==> src/rtl/uart_dbg_pkg.sv <==
// Shared definitions for the debugger UART transmitter and receiver.
package uart_dbg_pkg;

  localparam int unsigned UART_DATA_BITS = 8;

  typedef enum logic [2:0] {
    IDLE   = 3'd0,
    START  = 3'd1,
    DATA   = 3'd2,
    PARITY = 3'd3,
    STOP   = 3'd4
  } tx_state_e;

  function automatic int unsigned clks_per_bit(input int unsigned freq, input int unsigned baud);
    return freq / baud;
  endfunction

endpackage

==> src/rtl/uart_dbg_fifo.sv <==
// Synchronous fall-through FIFO; rdata_o shows the head whenever empty_o is low.
module uart_dbg_fifo #(
  parameter int unsigned FIFO_DEPTH = 8,
  parameter int unsigned WIDTH      = 8
) (
  input  logic                          clk_i,
  input  logic                          rst_ni,
  input  logic                          push_i,
  input  logic [WIDTH-1:0]              wdata_i,
  input  logic                          pop_i,
  output logic [WIDTH-1:0]              rdata_o,
  output logic                          full_o,
  output logic                          empty_o,
  output logic [$clog2(FIFO_DEPTH):0]   level_o
);

  localparam int unsigned AW = $clog2(FIFO_DEPTH);
  localparam int unsigned LW = AW + 1;

  if ((FIFO_DEPTH < 2) || ((FIFO_DEPTH & (FIFO_DEPTH - 1)) != 0)) begin : g_depth_chk
    $error("uart_dbg_fifo: FIFO_DEPTH must be a power of two and at least 2");
  end

  logic [WIDTH-1:0] mem_q [FIFO_DEPTH];
  logic [AW-1:0]    wptr_q, wptr_d;
  logic [AW-1:0]    rptr_q, rptr_d;
  logic [LW-1:0]    level_q, level_d;
  logic             push_ok, pop_ok;

  assign full_o  = (level_q == LW'(FIFO_DEPTH));
  assign empty_o = (level_q == '0);
  assign level_o = level_q;
  assign rdata_o = mem_q[rptr_q];

  // Push acceptance looks only at the registered occupancy, never at a same-cycle pop.
  assign push_ok = push_i && !full_o;
  assign pop_ok  = pop_i && !empty_o;

  always_comb begin
    wptr_d  = wptr_q;
    rptr_d  = rptr_q;
    level_d = level_q;
    if (push_ok) wptr_d = wptr_q + AW'(1);
    if (pop_ok)  rptr_d = rptr_q + AW'(1);
    if (push_ok && !pop_ok)      level_d = level_q + LW'(1);
    else if (!push_ok && pop_ok) level_d = level_q - LW'(1);
  end

  always_ff @(posedge clk_i or negedge rst_ni) begin
    if (!rst_ni) begin
      wptr_q  <= '0;
      rptr_q  <= '0;
      level_q <= '0;
    end else begin
      wptr_q  <= wptr_d;
      rptr_q  <= rptr_d;
      level_q <= level_d;
    end
  end

  always_ff @(posedge clk_i) begin
    if (push_ok) mem_q[wptr_q] <= wdata_i;
  end

endmodule

==> src/rtl/uart_dbg_tx.sv <==
// Debug-response UART transmitter: byte FIFO plus 8N1 serialiser.
// Define UART_DBG_TX_PARITY_EN to insert an even parity bit (8E1).
module uart_dbg_tx
  import uart_dbg_pkg::*;
#(
  parameter int unsigned CLK_FREQ_HZ = 25_000_000,
  parameter int unsigned BAUD_RATE   = 115_200,
  parameter int unsigned FIFO_DEPTH  = 8
) (
  input  logic                          clk_i,
  input  logic                          rst_ni,
  input  logic [7:0]                    tx_data_i,
  input  logic                          tx_valid_i,
  output logic                          tx_ready_o,
  output logic                          uart_tx_o,
  output logic                          uart_busy_o,
  output logic [$clog2(FIFO_DEPTH):0]   fifo_level_o
);

  localparam int unsigned CPB      = clks_per_bit(CLK_FREQ_HZ, BAUD_RATE);
  localparam int unsigned CW       = (CPB > 1) ? $clog2(CPB) : 1;
  localparam int unsigned LW       = $clog2(FIFO_DEPTH) + 1;
  localparam int unsigned BW       = $clog2(UART_DATA_BITS);
  localparam logic [CW-1:0] CNT_MAX  = CW'(CPB - 1);
  localparam logic [BW-1:0] BIT_LAST = BW'(UART_DATA_BITS - 1);

  if (CPB < 2) begin : g_cpb_chk
    $error("uart_dbg_tx: CLK_FREQ_HZ / BAUD_RATE must be at least 2");
  end

  tx_state_e                 state_q, state_d;
  logic [CW-1:0]             cnt_q, cnt_d;
  logic [BW-1:0]             bit_q, bit_d;
  logic [UART_DATA_BITS-1:0] shift_q, shift_d;
  logic                      tx_q, tx_d;
  logic                      busy_q, busy_d;
`ifdef UART_DBG_TX_PARITY_EN
  logic                      par_q, par_d;
`endif

  logic                      pop;
  logic                      push_ok;
  logic                      bit_end;
  logic                      fifo_full, fifo_empty;
  logic [7:0]                fifo_rdata;
  logic [LW-1:0]             fifo_level;
  logic [LW-1:0]             level_next;

  uart_dbg_fifo #(
    .FIFO_DEPTH (FIFO_DEPTH),
    .WIDTH      (8)
  ) u_fifo (
    .clk_i   (clk_i),
    .rst_ni  (rst_ni),
    .push_i  (tx_valid_i),
    .wdata_i (tx_data_i),
    .pop_i   (pop),
    .rdata_o (fifo_rdata),
    .full_o  (fifo_full),
    .empty_o (fifo_empty),
    .level_o (fifo_level)
  );

  assign tx_ready_o   = !fifo_full;
  assign push_ok      = tx_valid_i && !fifo_full;
  assign uart_tx_o    = tx_q;
  assign uart_busy_o  = busy_q;
  assign fifo_level_o = fifo_level;
  assign bit_end      = (cnt_q == CNT_MAX);
  assign level_next   = fifo_level + LW'(push_ok) - LW'(pop);

  always_comb begin
    state_d = state_q;
    cnt_d   = cnt_q;
    bit_d   = bit_q;
    shift_d = shift_q;
    pop     = 1'b0;
`ifdef UART_DBG_TX_PARITY_EN
    par_d   = par_q;
`endif

    if (state_q != IDLE) cnt_d = bit_end ? '0 : cnt_q + CW'(1);

    case (state_q)
      IDLE: begin
        if (!fifo_empty) begin
          pop     = 1'b1;
          state_d = START;
        end
      end
      START: begin
        if (bit_end) begin
          state_d = DATA;
          bit_d   = '0;
        end
      end
      DATA: begin
        if (bit_end) begin
          shift_d = shift_q >> 1;
          if (bit_q == BIT_LAST) begin
            bit_d = '0;
`ifdef UART_DBG_TX_PARITY_EN
            state_d = PARITY;
`else
            state_d = STOP;
`endif
          end else begin
            bit_d = bit_q + BW'(1);
          end
        end
      end
`ifdef UART_DBG_TX_PARITY_EN
      PARITY: begin
        if (bit_end) state_d = STOP;
      end
`endif
      STOP: begin
        // Chain straight into the next start bit so queued bytes leave with no idle gap.
        if (bit_end) begin
          if (!fifo_empty) begin
            pop     = 1'b1;
            state_d = START;
          end else begin
            state_d = IDLE;
          end
        end
      end
      default: state_d = IDLE;
    endcase

    if (pop) begin
      shift_d = fifo_rdata;
      cnt_d   = '0;
`ifdef UART_DBG_TX_PARITY_EN
      par_d   = ^fifo_rdata;
`endif
    end
  end

  always_comb begin
    tx_d = 1'b1;
    case (state_q)
      START:  tx_d = 1'b0;
      DATA:   tx_d = shift_q[0];
`ifdef UART_DBG_TX_PARITY_EN
      PARITY: tx_d = par_q;
`endif
      default: tx_d = 1'b1;
    endcase
  end

  assign busy_d = (state_d != IDLE) || (level_next != '0);

  always_ff @(posedge clk_i or negedge rst_ni) begin
    if (!rst_ni) begin
      state_q <= IDLE;
      cnt_q   <= '0;
      bit_q   <= '0;
      shift_q <= '0;
      tx_q    <= 1'b1;
      busy_q  <= 1'b0;
`ifdef UART_DBG_TX_PARITY_EN
      par_q   <= 1'b0;
`endif
    end else begin
      state_q <= state_d;
      cnt_q   <= cnt_d;
      bit_q   <= bit_d;
      shift_q <= shift_d;
      tx_q    <= tx_d;
      busy_q  <= busy_d;
`ifdef UART_DBG_TX_PARITY_EN
      par_q   <= par_d;
`endif
    end
  end

endmodule

==> config.mk <==
export PLATFORM = sky130hd
export DESIGN_NAME = uart_dbg_tx
export DESIGN_NICKNAME = d
export VERILOG_FILES = /design/src/rtl/uart_dbg_pkg.sv /design/src/rtl/uart_dbg_fifo.sv /design/src/rtl/uart_dbg_tx.sv
export SDC_FILE = /design/constraint.sdc
export NUM_CORES = 1
export LEC_CHECK = 0
export ABC_AREA = 0
export ABC_CLOCK_PERIOD_IN_PS = 6200
export BUFFER_PORTS_ARGS = -buffer_cell sky130_fd_sc_hd__buf_2
export CAP_MARGIN = 20
export CORE_MARGIN = 2
export CORE_UTILIZATION = 57
export CTS_BUF_LIST = sky130_fd_sc_hd__clkbuf_8
export DETAILED_ROUTE_END_ITERATION = 7
export HOLD_SLACK_MARGIN = 0.05
export PLACE_DENSITY = 0.72
export SLEW_MARGIN = 30
export SYNTH_ARGS = -nofsm -noshare
export SYNTH_HDL_FRONTEND = slang
export SYNTH_SLANG_ARGS = --single-unit
==> constraint.sdc <==
create_clock -name clk_i -period 6.2 [get_ports clk_i]
set_input_delay 1.86 -clock clk_i [delete_from_list [all_inputs] [get_ports clk_i]]
set_output_delay 1.86 -clock clk_i [all_outputs]
set_load 0.005 [all_outputs]
# Yosys cells after proc, flatten, opt, wreduce, memory -nomap -nowiden
# Memories as Yosys holds them, arrays and structs flattened.
# Cells that the tools add are included.
word_totals:
  ram_bits: 64
  mem_count: 1
  register_bits: 34
  elab_cells: 72
mem_list:
  columns: ["memory", "depth", "word_bits", "rd", "rd_clocked_by_memory_dff", "write_ports", "line_no", "source"]
  rows:
  - ["u_fifo.mem_q", 8, 8, 1, 0, 1, "uart_dbg_fifo.sv:24", "logic [WIDTH-1:0] mem_q [FIFO_DEPTH];"]
classes:
  reduce_logical: 21
  n_eq_ne: 8
  n_addsub: 8
  muxes: 25
op_table:
  columns: ["cell", "count"]
  rows:
  - ["$mux W8", 6]
  - ["$mux W3", 8]
  - ["$pmux W3 S4", 1]
  - ["$reduce_bool A2 Y1", 5]
  - ["$add A3 B1 Y3 const B", 3]
  - ["$add A8 B1 Y8 const B", 1]
  - ["$eq A8 B8 Y1 const B", 1]
  - ["$mux W4", 2]
  - ["$eq A3 B3 Y1 const B", 2]
  - ["$pmux W3 S2", 1]
  - ["$reduce_bool A3 Y1", 2]
  - ["$mux W1", 5]
  - ["$add A4 B1 Y4", 1]
  - ["$add A4 B1 Y4 const B", 1]
  - ["$eq A4 B4 Y1 const B", 1]
  - ["$logic_and A1 B1 Y1", 4]
  - ["$logic_not A1 Y1", 4]
  - ["$logic_not A4 Y1", 1]
  - ["$ne A2 B2 Y1 const B", 2]
  - ["$pmux W1 S2", 2]
  - ["$reduce_bool A4 Y1", 1]
  - ["$sub A4 B1 Y4", 1]
  - ["$sub A4 B1 Y4 const B", 1]
  - ["$eq A3 B1 Y1 const B", 1]
  - ["5 further kinds", 5]

# Depth between registers and ports, before layout
# Gate-level depths: netlist of run 1.
depth:
  ltp_word: 8
  depth_mapped: 15
  depth_no_buf: 14

# Hierarchy
# From an unflattened synthesis of run 1, not the netlist that was laid out.
hier_totals:
  hier_cells: 299
  hier_area_um2: 4578.1
modules_own_cells:
  columns: ["module", "seq_area_each_um2", "cells_per_inst", "n_inst", "area_per_inst_um2"]
  rows:
  - ["uart_dbg_fifo", 2172.1, 157, 1, 3133.0]
  - ["uart_dbg_tx", 601.8, 142, 1, 1445.1]

# Least setup slack after synthesis of run 1
# OpenSTA, ideal clock, no wires.
synth_timing:
  path_kind: "input -> register"
  from: "in tx_valid_i"
  to: "reg busy_q, in the netlist uart_busy_o"
  cell_stages: 9
  t_arrival_ns: 3.451
  setup_time_ns: 0.144
  slack_ns: 2.605
  cell_sequence: "and2_1 > clkbuf_1 > ha_1 > inv_1 > fa_1 > nor2b_1 > o21ai_0 > a2111oi_0 > o211ai_1"
synth_between:
  elab_chain_len: 5
synth_lines:
  columns: ["item", "line_no", "source"]
  rows:
  - ["start, declared", "uart_dbg_tx.sv:13", "input logic tx_valid_i,"]
  - ["$logic_and A1 B1 Y1", "uart_dbg_tx.sv:65", "assign push_ok = tx_valid_i && !fifo_full;"]
  - ["named net push_ok", "uart_dbg_tx.sv:42", "logic push_ok;"]
  - ["$add A4 B1 Y4", "uart_dbg_tx.sv:70", "assign level_next = fifo_level + LW'(push_ok) - LW'(pop);"]
  - ["$sub A4 B1 Y4", "uart_dbg_tx.sv:70", null]
  - ["$reduce_bool A4 Y1", "uart_dbg_tx.sv:152", "assign busy_d = (state_d != IDLE) || (level_next != '0);"]
  - ["$logic_or A1 B1 Y1", "uart_dbg_tx.sv:152", null]
  - ["named net busy_d", "uart_dbg_tx.sv:36", "logic busy_q, busy_d;"]
  - ["end signal, assigned", "uart_dbg_tx.sv:171", "busy_q <= busy_d;"]
  - ["end, declared", "uart_dbg_tx.sv:36", null]
# The timed path passes the listed nets, and every way through them passes these cells.
# A chain may end at the register's enable or synchronous reset.

# Final worst setup path of run 1
layout_timing:
  from: "reg cnt_q[0]"
  to: "reg busy_q, in the netlist uart_busy_o"
layout_between:
  elab_chain_len: 6
  elab_cells_between_ends: 11
layout_lines:
  columns: ["item", "line_no", "source"]
  rows:
  - ["start, declared", "uart_dbg_tx.sv:32", "logic [CW-1:0] cnt_q, cnt_d;"]
  - ["start signal, assigned", "uart_dbg_tx.sv:167", "cnt_q <= cnt_d;"]
  - ["$eq A8 B8 Y1 *", "uart_dbg_tx.sv:69", "assign bit_end = (cnt_q == CNT_MAX);"]
  - ["$mux W1", "uart_dbg_tx.sv:119", "if (bit_end) begin"]
  - ["$pmux W1 S2", "uart_dbg_tx.sv:84", "case (state_q)"]
  - ["$sub A4 B1 Y4", "uart_dbg_tx.sv:70", null]
  - ["$reduce_bool A4 Y1", "uart_dbg_tx.sv:152", null]
  - ["$logic_or A1 B1 Y1 *", "uart_dbg_tx.sv:152", null]
  - ["named net busy_d", "uart_dbg_tx.sv:36", null]
# Mark *: on every way through the listed nets, which the timed path passes. The rest lies on a longest branch.

==> results of run 1 <==
[kinds of logic (layout without fill, tap and decap cells)]
group | after synthesis | in the layout | synth area share [%]
fa+ha+maj | 16 | 16 | 4.90
simple gates | 68 | 68 | 7.52
buf+inv | 25 | 49 | 2.45
flops | 98 | 98 | 63.2
compound gates | 28 | 28 | 4.42
xor+xnor | 15 | 15 | 2.99
mux | 41 | 41 | 14.6
[layout make-up]
cell class              count  area (um^2)  share of cell area, %
flip-flops and latches     98         2780                   58.3
multi-input cells         168         1510                   31.8
well taps                 102          128                   2.68
clock buffers               9          124                   2.60
repair buffers             19          100                   2.10
clock inverters             7         65.1                   1.37
inverters                  14         52.6                   1.10
[metal layers]
metal  track usage (%)  up-vias  share of wire [%]
li1                  -     1114                  -
met1              26.5     1189                 46
met2              31.4       22                 51
met3              3.20        6                2.1
met4              5.97        0               0.65
met5                 0        -                  0
[worst reg2reg max path, cell delays in order, from the launching register on]
cell       delay [ps]
dfrtp_1           430
inv_1              80
ha_1              140
nand3b_1          110
o21ai_0           310
nand3_1           560
or2_2             530
nand2_1            70
ha_1              160
inv_1              60
fa_1              480
nor2b_1           120
o21ai_0            70
a2111oi_0         360
o211ai_1          160
[synth_stat cells (all sizes together), types with 2 or more instances]
master / count / area [um^2]
buf: 7 / 40.0
nand3: 6 / 30.0
dfrtp: 33 / 826
mux2i: 11 / 110
nor2b: 3 / 18.8
clkbuf: 4 / 15.0
mux4: 16 / 360
nand2b: 5 / 31.3
mux2: 14 / 169
a22o: 6 / 52.6
a21o: 2 / 15.0
fa: 2 / 40.0
inv: 14 / 52.6
or3: 2 / 13.8
o21ai: 4 / 20.0
edfxtp: 64 / 1920
xor2: 8 / 70.1
nor2: 25 / 93.8
nand4: 2 / 12.5
a21oi: 10 / 61.3
nor3: 5 / 25.0
and3: 2 / 12.5
ha: 14 / 175
nand2: 11 / 41.3
or2: 2 / 12.5
xnor2: 7 / 61.3
[final timing paths]
check                                       startpoint                      endpoint  slack, ps  cells past startpoint
worst max register to register    cnt_q[0]$_DFFE_PN0P_         uart_busy_o$_DFF_PN0_       2440                     14
max in group asynchronous                       rst_ni  u_fifo.rptr_q[0]$_DFFE_PN0P_       4100                      1
worst min-delay path            shift_q[6]$_DFFE_PN0P_        shift_q[6]$_DFFE_PN0P_        520                      1
worst min register to register  shift_q[6]$_DFFE_PN0P_        shift_q[6]$_DFFE_PN0P_        520                      1
min in group asynchronous                       rst_ni          cnt_q[5]$_DFFE_PN0P_       1560                      1
worst max-delay path              cnt_q[0]$_DFFE_PN0P_         uart_busy_o$_DFF_PN0_       2440                     14
[power breakdown]
part | total, mW | internal (mW) | switching, mW
combinational | 0.291 | 0.134 | 0.158
sequential | 0.842 | 0.788 | 0.0547
clock | 0.385 | 0.153 | 0.233
[layout by cell type, fill, tap and decap left out, drive strengths merged, types with 3 or more instances in the layout]
cell,netlist,routed
mux2,14,14
nand2,11,11
ha,14,14
xnor2,7,7
mux4,16,16
dfrtp,33,33
nand2b,5,5
inv,14,15
mux2i,11,11
clkbuf,4,9
a22o,6,6
a21oi,10,10
clkinv,0,4
nor2,25,25
nand3,6,6
nor2b,3,3
edfxtp,64,64
o21ai,4,4
xor2,8,8
nor3,5,5
buf,7,19
[flip-flops by register name (all words and copies together) (netlist names)]
name	cells
bit_q	3
uart_tx_o	1
u_fifo.mem_q	64
state_q	3
cnt_q	8
u_fifo.wptr_q	3
uart_busy_o	1
u_fifo.level_o	4
shift_q	8
u_fifo.rptr_q	3
[metrics by stage]
stage               utilization, %  hold WS, ps  instances
global route                  62.5          540        417
finish                        62.5          524        417
detailed placement            60.0          496        401
global placement              60.0          494        401
CTS                           62.5          523        417
floorplan                        -          475        291
==> results.tsv, run 1 <==
stage	metric	value	unit
run_status	result of the run	finished clean	
cts	buffer type at the clock tree root	clkbuf_8	
logic_synthesis	Mean Syn Cell Area	15.1	um^2
grt	maximum number of pins on one net before global-route repair	35	
placed_design	placed wire-length estimate	4.86	mm
die	num ports	18	
timing	number of endpoints with negative hold slack in the final report	0	
finish	net count reported at finish	337	
die	number of cell rows	32	
logic_synthesis	number of cells produced by synthesis	291	
setup_path	sort of element at the end of the critical path	flop	
setup_path	data arrival at the endpoint of the critical path	3980	ps
grt	wire length of the first global-routing pass	12.1	mm
drt	number of iterations in the first detailed-routing pass	4	
drt	residual DRC count	0	
logic_synthesis	predominant post-synthesis flop cell	edfxtp_1	
cts	H-tree depth	3	
logic_synthesis	Post-Syn Nets	318	
logic_synthesis	number of library cell types mapped by synthesis	44	
timing	setup slack of the critical path after layout	2440	ps
finish	fill cell total of the finished layout	587	
timing	post-route minimum period	3760	ps
drt	detail-routed via count per cell	5.59	
logic_synthesis	EDFF count, synth	64	
setup_path	Worst Path Required	6420	ps
timing	Worst-Margin Slew	956	ps
placed_design	cell area after placement	0.00457	mm^2
job	max-cap check violation count	0	
cts	clk sink count	98	
die	Die Area	0.00842	mm^2
grt	initial antenna violation count	0	
logic_synthesis	Yosys warning total	0	
logic_synthesis	sequential-to-total area share from yosys stat	63.2	%
cts	cells resized by post-CTS repair	0	
placed_design	worst setup slack before clock tree synthesis	2360	ps
setup_path	kind of cell with the highest combined delay on the critical path	simple AND/OR/NAND/NOR gates	
power	Power Dens Cells	319	mW/mm^2
finish	ratio of cells with drive above 1 in the final layout	22.9	%
die	core area	0.00761	mm^2
cts	clock-pin transition on the worst setup and hold timing paths	90	ps
die	height of the die	91.8	um
grt	Tot GR Track Use	19.1	%
setup_path	critical setup path kind	flop to flop	
finish	number of antenna cells inserted	0	
timing	final slew viol count	0	
power	peak supply drop	0.249	mV
setup_path	cell with the largest stage delay on the worst path	nand3_1	
cts	clock network latency to the later pin of the worst-skew pair	360	ps
logic_synthesis	mapped cell area	0.00439	mm^2
timing	Period Utilization, post-route	60.7	%
drt	drt wl/cell	18.0	um
timing	upper clock frequency limit	266	MHz
cts	number of buffers inserted for hold repair after clock tree synthesis	0	
cts	number of clock buffers inserted by TritonCTS	9	
power	Final Total Pwr	1.52	mW
timing	final worst clock skew	10.6	ps
cts	clock tree from TritonCTS	yes	
timing	unrepaired setup endpoints after global routing	no	
grt	overflow left after global routing	0	
cts	number of buffers on the longest clock path	2	
setup_path	highest fanout seen on the critical path	14	
setup_path	Crit path largest cell delay	560	ps
logic_synthesis	async set-reset flop share out of synthesis	34.7	%
grt	via count of the first global-routing pass	2379	
placed_design	GPL Wtd Cong	0.771	
setup_path	critical path, cell by cell	inv_1 > ha_1 > nand3b_1 > o21ai_0 > nand3_1 > or2_2 > nand2_1 > ha_1 > inv_1 > fa_1 > nor2b_1 > o21ai_0 > a2111oi_0 > o211ai_1	
timing	Setup-failing EPs final	0	
die	Die X-Extent	91.8	um
setup_path	WP buf/inv	2	
min_path	hold crit path type	flop to flop	
setup_path	crit path launch type	flop	
timing	worst rel slew slack	36.1	%
cts	count of buffers added by post-CTS timing repair for setup	0	
placed_design	number of buffer cells added on primary ports	17	
finish	area overhead of the layout relative to synthesis	8.32	%
logic_synthesis	Yosys reg bits	98	
die	starting density of the core	57.7	%
finish	post-route standard cell area excluding fillers	0.00476	mm^2
drt	vias after detailed routing	2331	
drt	routed wire length	7.50	mm
power	Leakage Power	1.81	nW
drt	DRT iter0 DRCs	95	
timing	total negative slack	0	ps
drt	ANT nets after route	0	
No activity file was read; power rests on OpenSTA's default activity.
==> run 2, diff against run 1 <==
--- a/config.mk
+++ b/config.mk
@@ -6,7 +6,7 @@
 export NUM_CORES = 1
 export LEC_CHECK = 0
 export ABC_AREA = 0
-export ABC_CLOCK_PERIOD_IN_PS = 6200
+export ABC_CLOCK_PERIOD_IN_PS = 3440
 export BUFFER_PORTS_ARGS = -buffer_cell sky130_fd_sc_hd__buf_2
 export CAP_MARGIN = 20
 export CORE_MARGIN = 2
@@ -14,7 +14,7 @@
 export CTS_BUF_LIST = sky130_fd_sc_hd__clkbuf_8
 export DETAILED_ROUTE_END_ITERATION = 7
 export HOLD_SLACK_MARGIN = 0.05
-export PLACE_DENSITY = 0.72
+export PLACE_DENSITY = 0.75
 export SLEW_MARGIN = 30
 export SYNTH_ARGS = -nofsm -noshare
 export SYNTH_HDL_FRONTEND = slang
==> constraint.sdc (replaced) <==
create_clock -name clk_i -period 3.44 [get_ports clk_i]
set_input_delay 1.032 -clock clk_i [delete_from_list [all_inputs] [get_ports clk_i]]
set_output_delay 1.032 -clock clk_i [all_outputs]
set_load 0.005 [all_outputs]
==> results.tsv, run 2 (same netlist as run 1, synthesis figures left out) <==
stage	metric	value	unit
run_status	result of the run	finished clean	
drt	DRT iter0 DRCs	103	
finish	number of flip-flops in the largest register	64	
timing	Setup-failing EPs final	0	
setup_path	crit path launch type	flop	
drt	number of iterations in the first detailed-routing pass	4	
grt	via count of the first global-routing pass	2488	
die	number of cell rows	32	
setup_path	sort of element at the end of the critical path	flop	
setup_path	cell with the largest stage delay on the worst path	fa_1	
finish	area used by multi-input combinational logic	0.00151	mm^2
grt	overflow left after global routing	0	
drt	ANT nets after route	0	
timing	Worst-Margin Slew	787	ps
cts	number of clock buffers inserted by TritonCTS	9	
cts	clock network latency to the later pin of the worst-skew pair	360	ps
job	max-cap check violation count	0	
setup_path	critical setup path kind	flop to flop	
die	starting density of the core	57.7	%
finish	net count reported at finish	347	
drt	vias after detailed routing	2390	
die	core area	0.00761	mm^2
finish	commonest cells after routing, fill and taps aside	edfxtp_1, dfrtp_1, nor2_1, buf_2, mux4_2	
setup_path	Worst Path Required	3660	ps
finish	largest registers	u_fifo.mem_q x64, cnt_q x8, shift_q x8	
die	num ports	18	
timing	final worst clock skew	17.5	ps
finish	number of antenna cells inserted	0	
drt	drt wl/cell	17.4	um
finish	register area	0.00277	mm^2
drt	routed wire length	7.44	mm
placed_design	placed wire-length estimate	4.97	mm
cts	clk sink count	98	
die	Die X-Extent	91.8	um
setup_path	setup slack on the worst flop-to-flop path	360	ps
setup_path	critical path, cell by cell	inv_1 > ha_1 > nand3b_1 > o21ai_0 > nand3_1 > or2_2 > nand2_1 > ha_1 > inv_1 > fa_1 > nor2b_1 > o21ai_0 > a2111oi_1 > o211ai_1	
power	Power Dens Cells	580	mW/mm^2
placed_design	number of buffer cells added on primary ports	17	
grt	initial antenna violation count	0	
die	Die Area	0.00842	mm^2
grt	maximum number of pins on one net before global-route repair	35	
timing	number of endpoints with negative hold slack in the final report	0	
setup_path	highest fanout seen on the critical path	5	
cts	clock tree from TritonCTS	yes	
timing	final slew viol count	0	
power	peak supply drop	0.353	mV
placed_design	cell area after placement	0.00464	mm^2
grt	wire length of the first global-routing pass	12.4	mm
die	height of the die	91.8	um
finish	ratio of cells with drive above 1 in the final layout	24.6	%
placed_design	GPL Wtd Cong	0.798	
cts	number of buffers on the longest clock path	2	
timing	unrepaired setup endpoints after global routing	no	
timing	upper clock frequency limit	325	MHz
finish	area overhead of the layout relative to synthesis	10.3	%
finish	most common cell after layout, fill and taps aside	edfxtp_1	
setup_path	Crit path largest cell delay	470	ps
drt	residual DRC count	0	
setup_path	data arrival at the endpoint of the critical path	3300	ps
drt	detail-routed via count per cell	5.60	
timing	Period Utilization, post-route	89.5	%
finish	fill cell total of the finished layout	553	
min_path	hold crit path type	flop to flop	
timing	worst rel slew slack	47.5	%
grt	Tot GR Track Use	19.7	%
finish	post-route standard cell area excluding fillers	0.00484	mm^2
power	Leakage Power	1.87	nW
timing	total negative slack	0	ps
cts	clock-pin transition on the worst setup and hold timing paths	100	ps
timing	post-route minimum period	3080	ps
cts	buffer type at the clock tree root	clkbuf_8	
finish	largest register by flop count	u_fifo.mem_q	
cts	number of buffers inserted for hold repair after clock tree synthesis	0	
cts	H-tree depth	3	
[run 2: repair_timing]
action	in CTS	in global routing
resized for setup	0	1
endpoints found under the setup margin	0	1
setup buffers	0	0
[run 2: through the flow]
step	util, %	hold slack (ps)	cells	total power, mW	setup slack [ps]
after floorplan	-	475	291	1.89	360
after global placement	61.0	493	411	2.07	449
after detailed placement	61.0	500	411	2.10	326
after CTS	63.7	524	427	2.84	314
after global routing	63.7	540	427	2.97	45.0
final	63.7	519	427	2.81	362
[run 2: worst max-delay path: cells and delay by family (launching register included)]
| kind | cells | cell delay, ps |
|---|---|---|
| AO/OA/AOI/OAI | 4 | 780 |
| adder cells (fa/ha/maj) | 3 | 770 |
| buffers and inverters | 2 | 130 |
| flip-flops | 1 | 430 |
| AND/OR/NAND/NOR | 5 | 840 |
[run 2: area by class of cell]
class | count | area share, %
timing repair buffer | 29 | 3.62
sequential | 98 | 57.3
inverter | 14 | 1.08
clock buffer | 9 | 2.56
clock inverter | 7 | 1.65
tap | 102 | 2.63
multi-input combinational | 168 | 31.2
[run 2: path summary, 6_finish.rpt]
path,from,to,cells after the start
min in group asynchronous,rst_ni,cnt_q[3]$_DFFE_PN0P_,1
min,shift_q[0]$_DFFE_PN0P_,uart_tx_o$_DFF_PN1_,2
max in group asynchronous,rst_ni,shift_q[5]$_DFFE_PN0P_,1
max reg2reg,cnt_q[0]$_DFFE_PN0P_,uart_busy_o$_DFF_PN0_,14
min reg2reg,shift_q[0]$_DFFE_PN0P_,uart_tx_o$_DFF_PN1_,2
max,cnt_q[0]$_DFFE_PN0P_,uart_busy_o$_DFF_PN0_,14
[run 2: layer usage]
metal	track usage [%]	part of all wire [%]
met2	33.9	52
met5	0	0
met3	5.09	3.8
met4	6.47	1.9
met1	24.4	43
[run 2: power breakdown]
| group | total (mW) | internal, mW | switching (mW) |
|---|---|---|---|
| clock network | 0.740 | 0.294 | 0.446 |
| logic | 0.574 | 0.265 | 0.309 |
| registers | 1.50 | 1.42 | 0.0775 |
| total | 2.81 | 1.98 | 0.832 |
==> run 3, diff against run 2 <==
--- a/config.mk
+++ b/config.mk
@@ -6,7 +6,7 @@
 export NUM_CORES = 1
 export LEC_CHECK = 0
 export ABC_AREA = 0
-export ABC_CLOCK_PERIOD_IN_PS = 3440
+export ABC_CLOCK_PERIOD_IN_PS = 4000
 export BUFFER_PORTS_ARGS = -buffer_cell sky130_fd_sc_hd__buf_2
 export CAP_MARGIN = 20
 export CORE_MARGIN = 2
@@ -14,7 +14,7 @@
 export CTS_BUF_LIST = sky130_fd_sc_hd__clkbuf_8
 export DETAILED_ROUTE_END_ITERATION = 7
 export HOLD_SLACK_MARGIN = 0.05
-export PLACE_DENSITY = 0.75
+export PLACE_DENSITY = 0.72
 export SLEW_MARGIN = 30
 export SYNTH_ARGS = -nofsm -noshare
 export SYNTH_HDL_FRONTEND = slang
==> constraint.sdc (replaced) <==
create_clock -name clk_i -period 4 [get_ports clk_i]
set_input_delay 1.2 -clock clk_i [delete_from_list [all_inputs] [get_ports clk_i]]
set_output_delay 1.2 -clock clk_i [all_outputs]
set_load 0.005 [all_outputs]
==> results.tsv, run 3 (same netlist as run 1, synthesis figures left out) <==
stage	metric	value	unit
run_status	result of the run	finished clean	
grt	overflow left after global routing	0	
cts	count of buffers added by post-CTS timing repair for setup	0	
timing	worst rel slew slack	39.3	%
setup_path	Crit path largest cell delay	470	ps
grt	via count of the first global-routing pass	2410	
timing	final slew viol count	0	
finish	largest register by flop count	u_fifo.mem_q	
setup_path	worst setup path endpoint	uart_busy_o$_DFF_PN0_	
setup_path	setup slack on the worst flop-to-flop path	780	ps
cts	buffer type at the clock tree root	clkbuf_8	
grt	initial antenna violation count	0	
cts	number of buffers inserted for hold repair after clock tree synthesis	0	
power	Psw	0.688	mW
placed_design	placed wire-length estimate	4.88	mm
drt	residual DRC count	0	
min_path	hold crit path type	flop to flop	
finish	commonest cells after routing, fill and taps aside	edfxtp_1, dfrtp_1, nor2_1, buf_2, mux4_2	
finish	net count reported at finish	342	
setup_path	end of the worst register-to-register path	uart_busy_o$_DFF_PN0_	
timing	unrepaired setup endpoints after global routing	no	
setup_path	highest fanout seen on the critical path	14	
job	max-cap check violation count	0	
finish	register area	0.00277	mm^2
grt	wire length of the first global-routing pass	12.1	mm
setup_path	crit path launch type	flop	
finish	largest registers	u_fifo.mem_q x64, cnt_q x8, shift_q x8	
finish	most common cell after layout, fill and taps aside	edfxtp_1	
timing	post-route minimum period	3220	ps
cts	clock-pin transition on the worst setup and hold timing paths	100	ps
die	Die Area	0.00842	mm^2
setup_path	critical path, cell by cell	inv_1 > ha_1 > nand3b_1 > o21ai_0 > nand3_1 > buf_4 > or2_2 > nand2_1 > ha_1 > inv_1 > fa_1 > nor2b_1 > o21ai_0 > a2111oi_0 > o211ai_1	
timing	Setup-failing EPs final	0	
cts	number of buffers on the longest clock path	2	
timing	Worst-Margin Slew	908	ps
setup_path	RR Startpoint	cnt_q[0]$_DFFE_PN0P_	
finish	number of antenna cells inserted	0	
drt	DRT iter0 DRCs	118	
grt	Tot GR Track Use	19.4	%
cts	H-tree depth	3	
cts	clock tree from TritonCTS	yes	
drt	detail-routed via count per cell	5.54	
grt	maximum number of pins on one net before global-route repair	35	
finish	number of flip-flops in the largest register	64	
placed_design	cell total after placement	406	
power	register share of total power	55.3	%
timing	final worst clock skew	10.8	ps
power	fraction of power consumed by the clock network	25.4	%
setup_path	path length in cells of the critical path	15	
die	Die X-Extent	91.8	um
timing	Period Utilization, post-route	80.4	%
finish	ratio of cells with drive above 1 in the final layout	23.4	%
die	core area	0.00761	mm^2
finish	area overhead of the layout relative to synthesis	9.06	%
power	peak supply drop	0.319	mV
finish	fill cell total of the finished layout	574	
power	sw frac	29.2	%
die	starting density of the core	57.7	%
cts	number of clock buffers inserted by TritonCTS	9	
placed_design	number of buffer cells added on primary ports	17	
placed_design	GPL Wtd Cong	0.800	
setup_path	cell with the largest stage delay on the worst path	fa_1	
cts	cells resized by post-CTS repair	0	
timing	upper clock frequency limit	311	MHz
setup_path	data arrival at the endpoint of the critical path	3460	ps
setup_path	sort of element at the end of the critical path	flop	
finish	area used by multi-input combinational logic	0.00151	mm^2
die	num ports	18	
setup_path	kind of cell with the highest combined delay on the critical path	compound AO/OA/AOI/OAI gates	
power	Leakage Power	1.82	nW
die	number of cell rows	32	
drt	vias after detailed routing	2338	
setup_path	Worst Path Required	4240	ps
drt	ANT nets after route	0	
setup_path	WP buf/inv	3	
drt	drt wl/cell	17.2	um
timing	total negative slack	0	ps
drt	routed wire length	7.27	mm
timing	number of endpoints with negative hold slack in the final report	0	
power	Power Dens Cells	492	mW/mm^2
finish	final instance count without filler cells	422	
die	height of the die	91.8	um
drt	number of iterations in the first detailed-routing pass	4	
power	Internal Dissipation	1.67	mW
setup_path	count of cells along the worst register-to-register path	15	
min_path	hold path start	shift_q[6]$_DFFE_PN0P_	
cts	clock network latency to the later pin of the worst-skew pair	370	ps
power	combinational group share of total power	19.3	%
setup_path	critical setup path kind	flop to flop	
cts	clk sink count	98	
setup_path	launch point of the worst path	cnt_q[0]$_DFFE_PN0P_	
[run 3: layer usage]
metal  track usage [%]  vias up  wire length [um]
li1                  -     1124                 -
met1              24.7     1170              3190
met2              31.4       33              3660
met3              5.18       11               230
met4              8.71        0               189
met5                 0        -                 0
[run 3: area by class of cell]
cell class                      instances  area share, %
Tap cell                              102           2.66
Timing Repair Buffer                   24           2.87
Clock buffer                            9           2.59
Inverter                               14           1.10
Multi-Input combinational cell        168           31.5
Clock inverter                          7           1.33
Sequential cell                        98           57.9
[run 3: how the worst min path moves through the flow]
stage / depth (start not counted) / slack, ps / to
2_1_floorplan: 2 / 480 / uart_tx_o$_DFF_PN1_
3_3_place_gp: 1 / 490 / shift_q[5]$_DFFE_PN0P_
3_5_place_dp: 1 / 490 / shift_q[5]$_DFFE_PN0P_
4_1_cts: 1 / 530 / shift_q[5]$_DFFE_PN0P_
5_1_grt: 1 / 540 / shift_q[5]$_DFFE_PN0P_
6_report: 1 / 520 / shift_q[6]$_DFFE_PN0P_
[run 3: worst register-to-register path: cells and delay by family (launching register included)]
kind                       cells  cell delay (ps)
adders and majority gates      3              770
DFF                            1              430
buffers and inverters          3              360
AOI/OAI and AO/OA              4              810
and+or+nand+nor                5              730
[run 3: power groups by stage]
| stage | Combinational (mW) | Sequential [mW] | Clock (mW) |
|---|---|---|---|
| 2_1_floorplan | 0.315 | 1.31 | 0 |
| 3_3_place_gp | 0.445 | 1.32 | 0 |
| 3_5_place_dp | 0.459 | 1.33 | 0 |
| 4_1_cts | 0.463 | 1.31 | 0.617 |
| 5_1_grt | 0.524 | 1.32 | 0.658 |
| 6_report | 0.455 | 1.30 | 0.599 |
[run 3: metrics by stage]
| step | setup slack [ps] | instance area (um^2) | power, mW | hold WS (ps) | utilization, % |
|---|---|---|---|---|---|
| final | 782 | 4790 | 2.36 | 522 | 63.0 |
| after global routing | 379 | 4790 | 2.50 | 542 | 63.0 |
| after CTS | 732 | 4790 | 2.39 | 525 | 63.0 |
| after detailed placement | 758 | 4600 | 1.78 | 492 | 60.5 |
| after global placement | 898 | 4600 | 1.76 | 493 | 60.5 |
| after floorplan | 920 | 4390 | 1.62 | 475 | - |
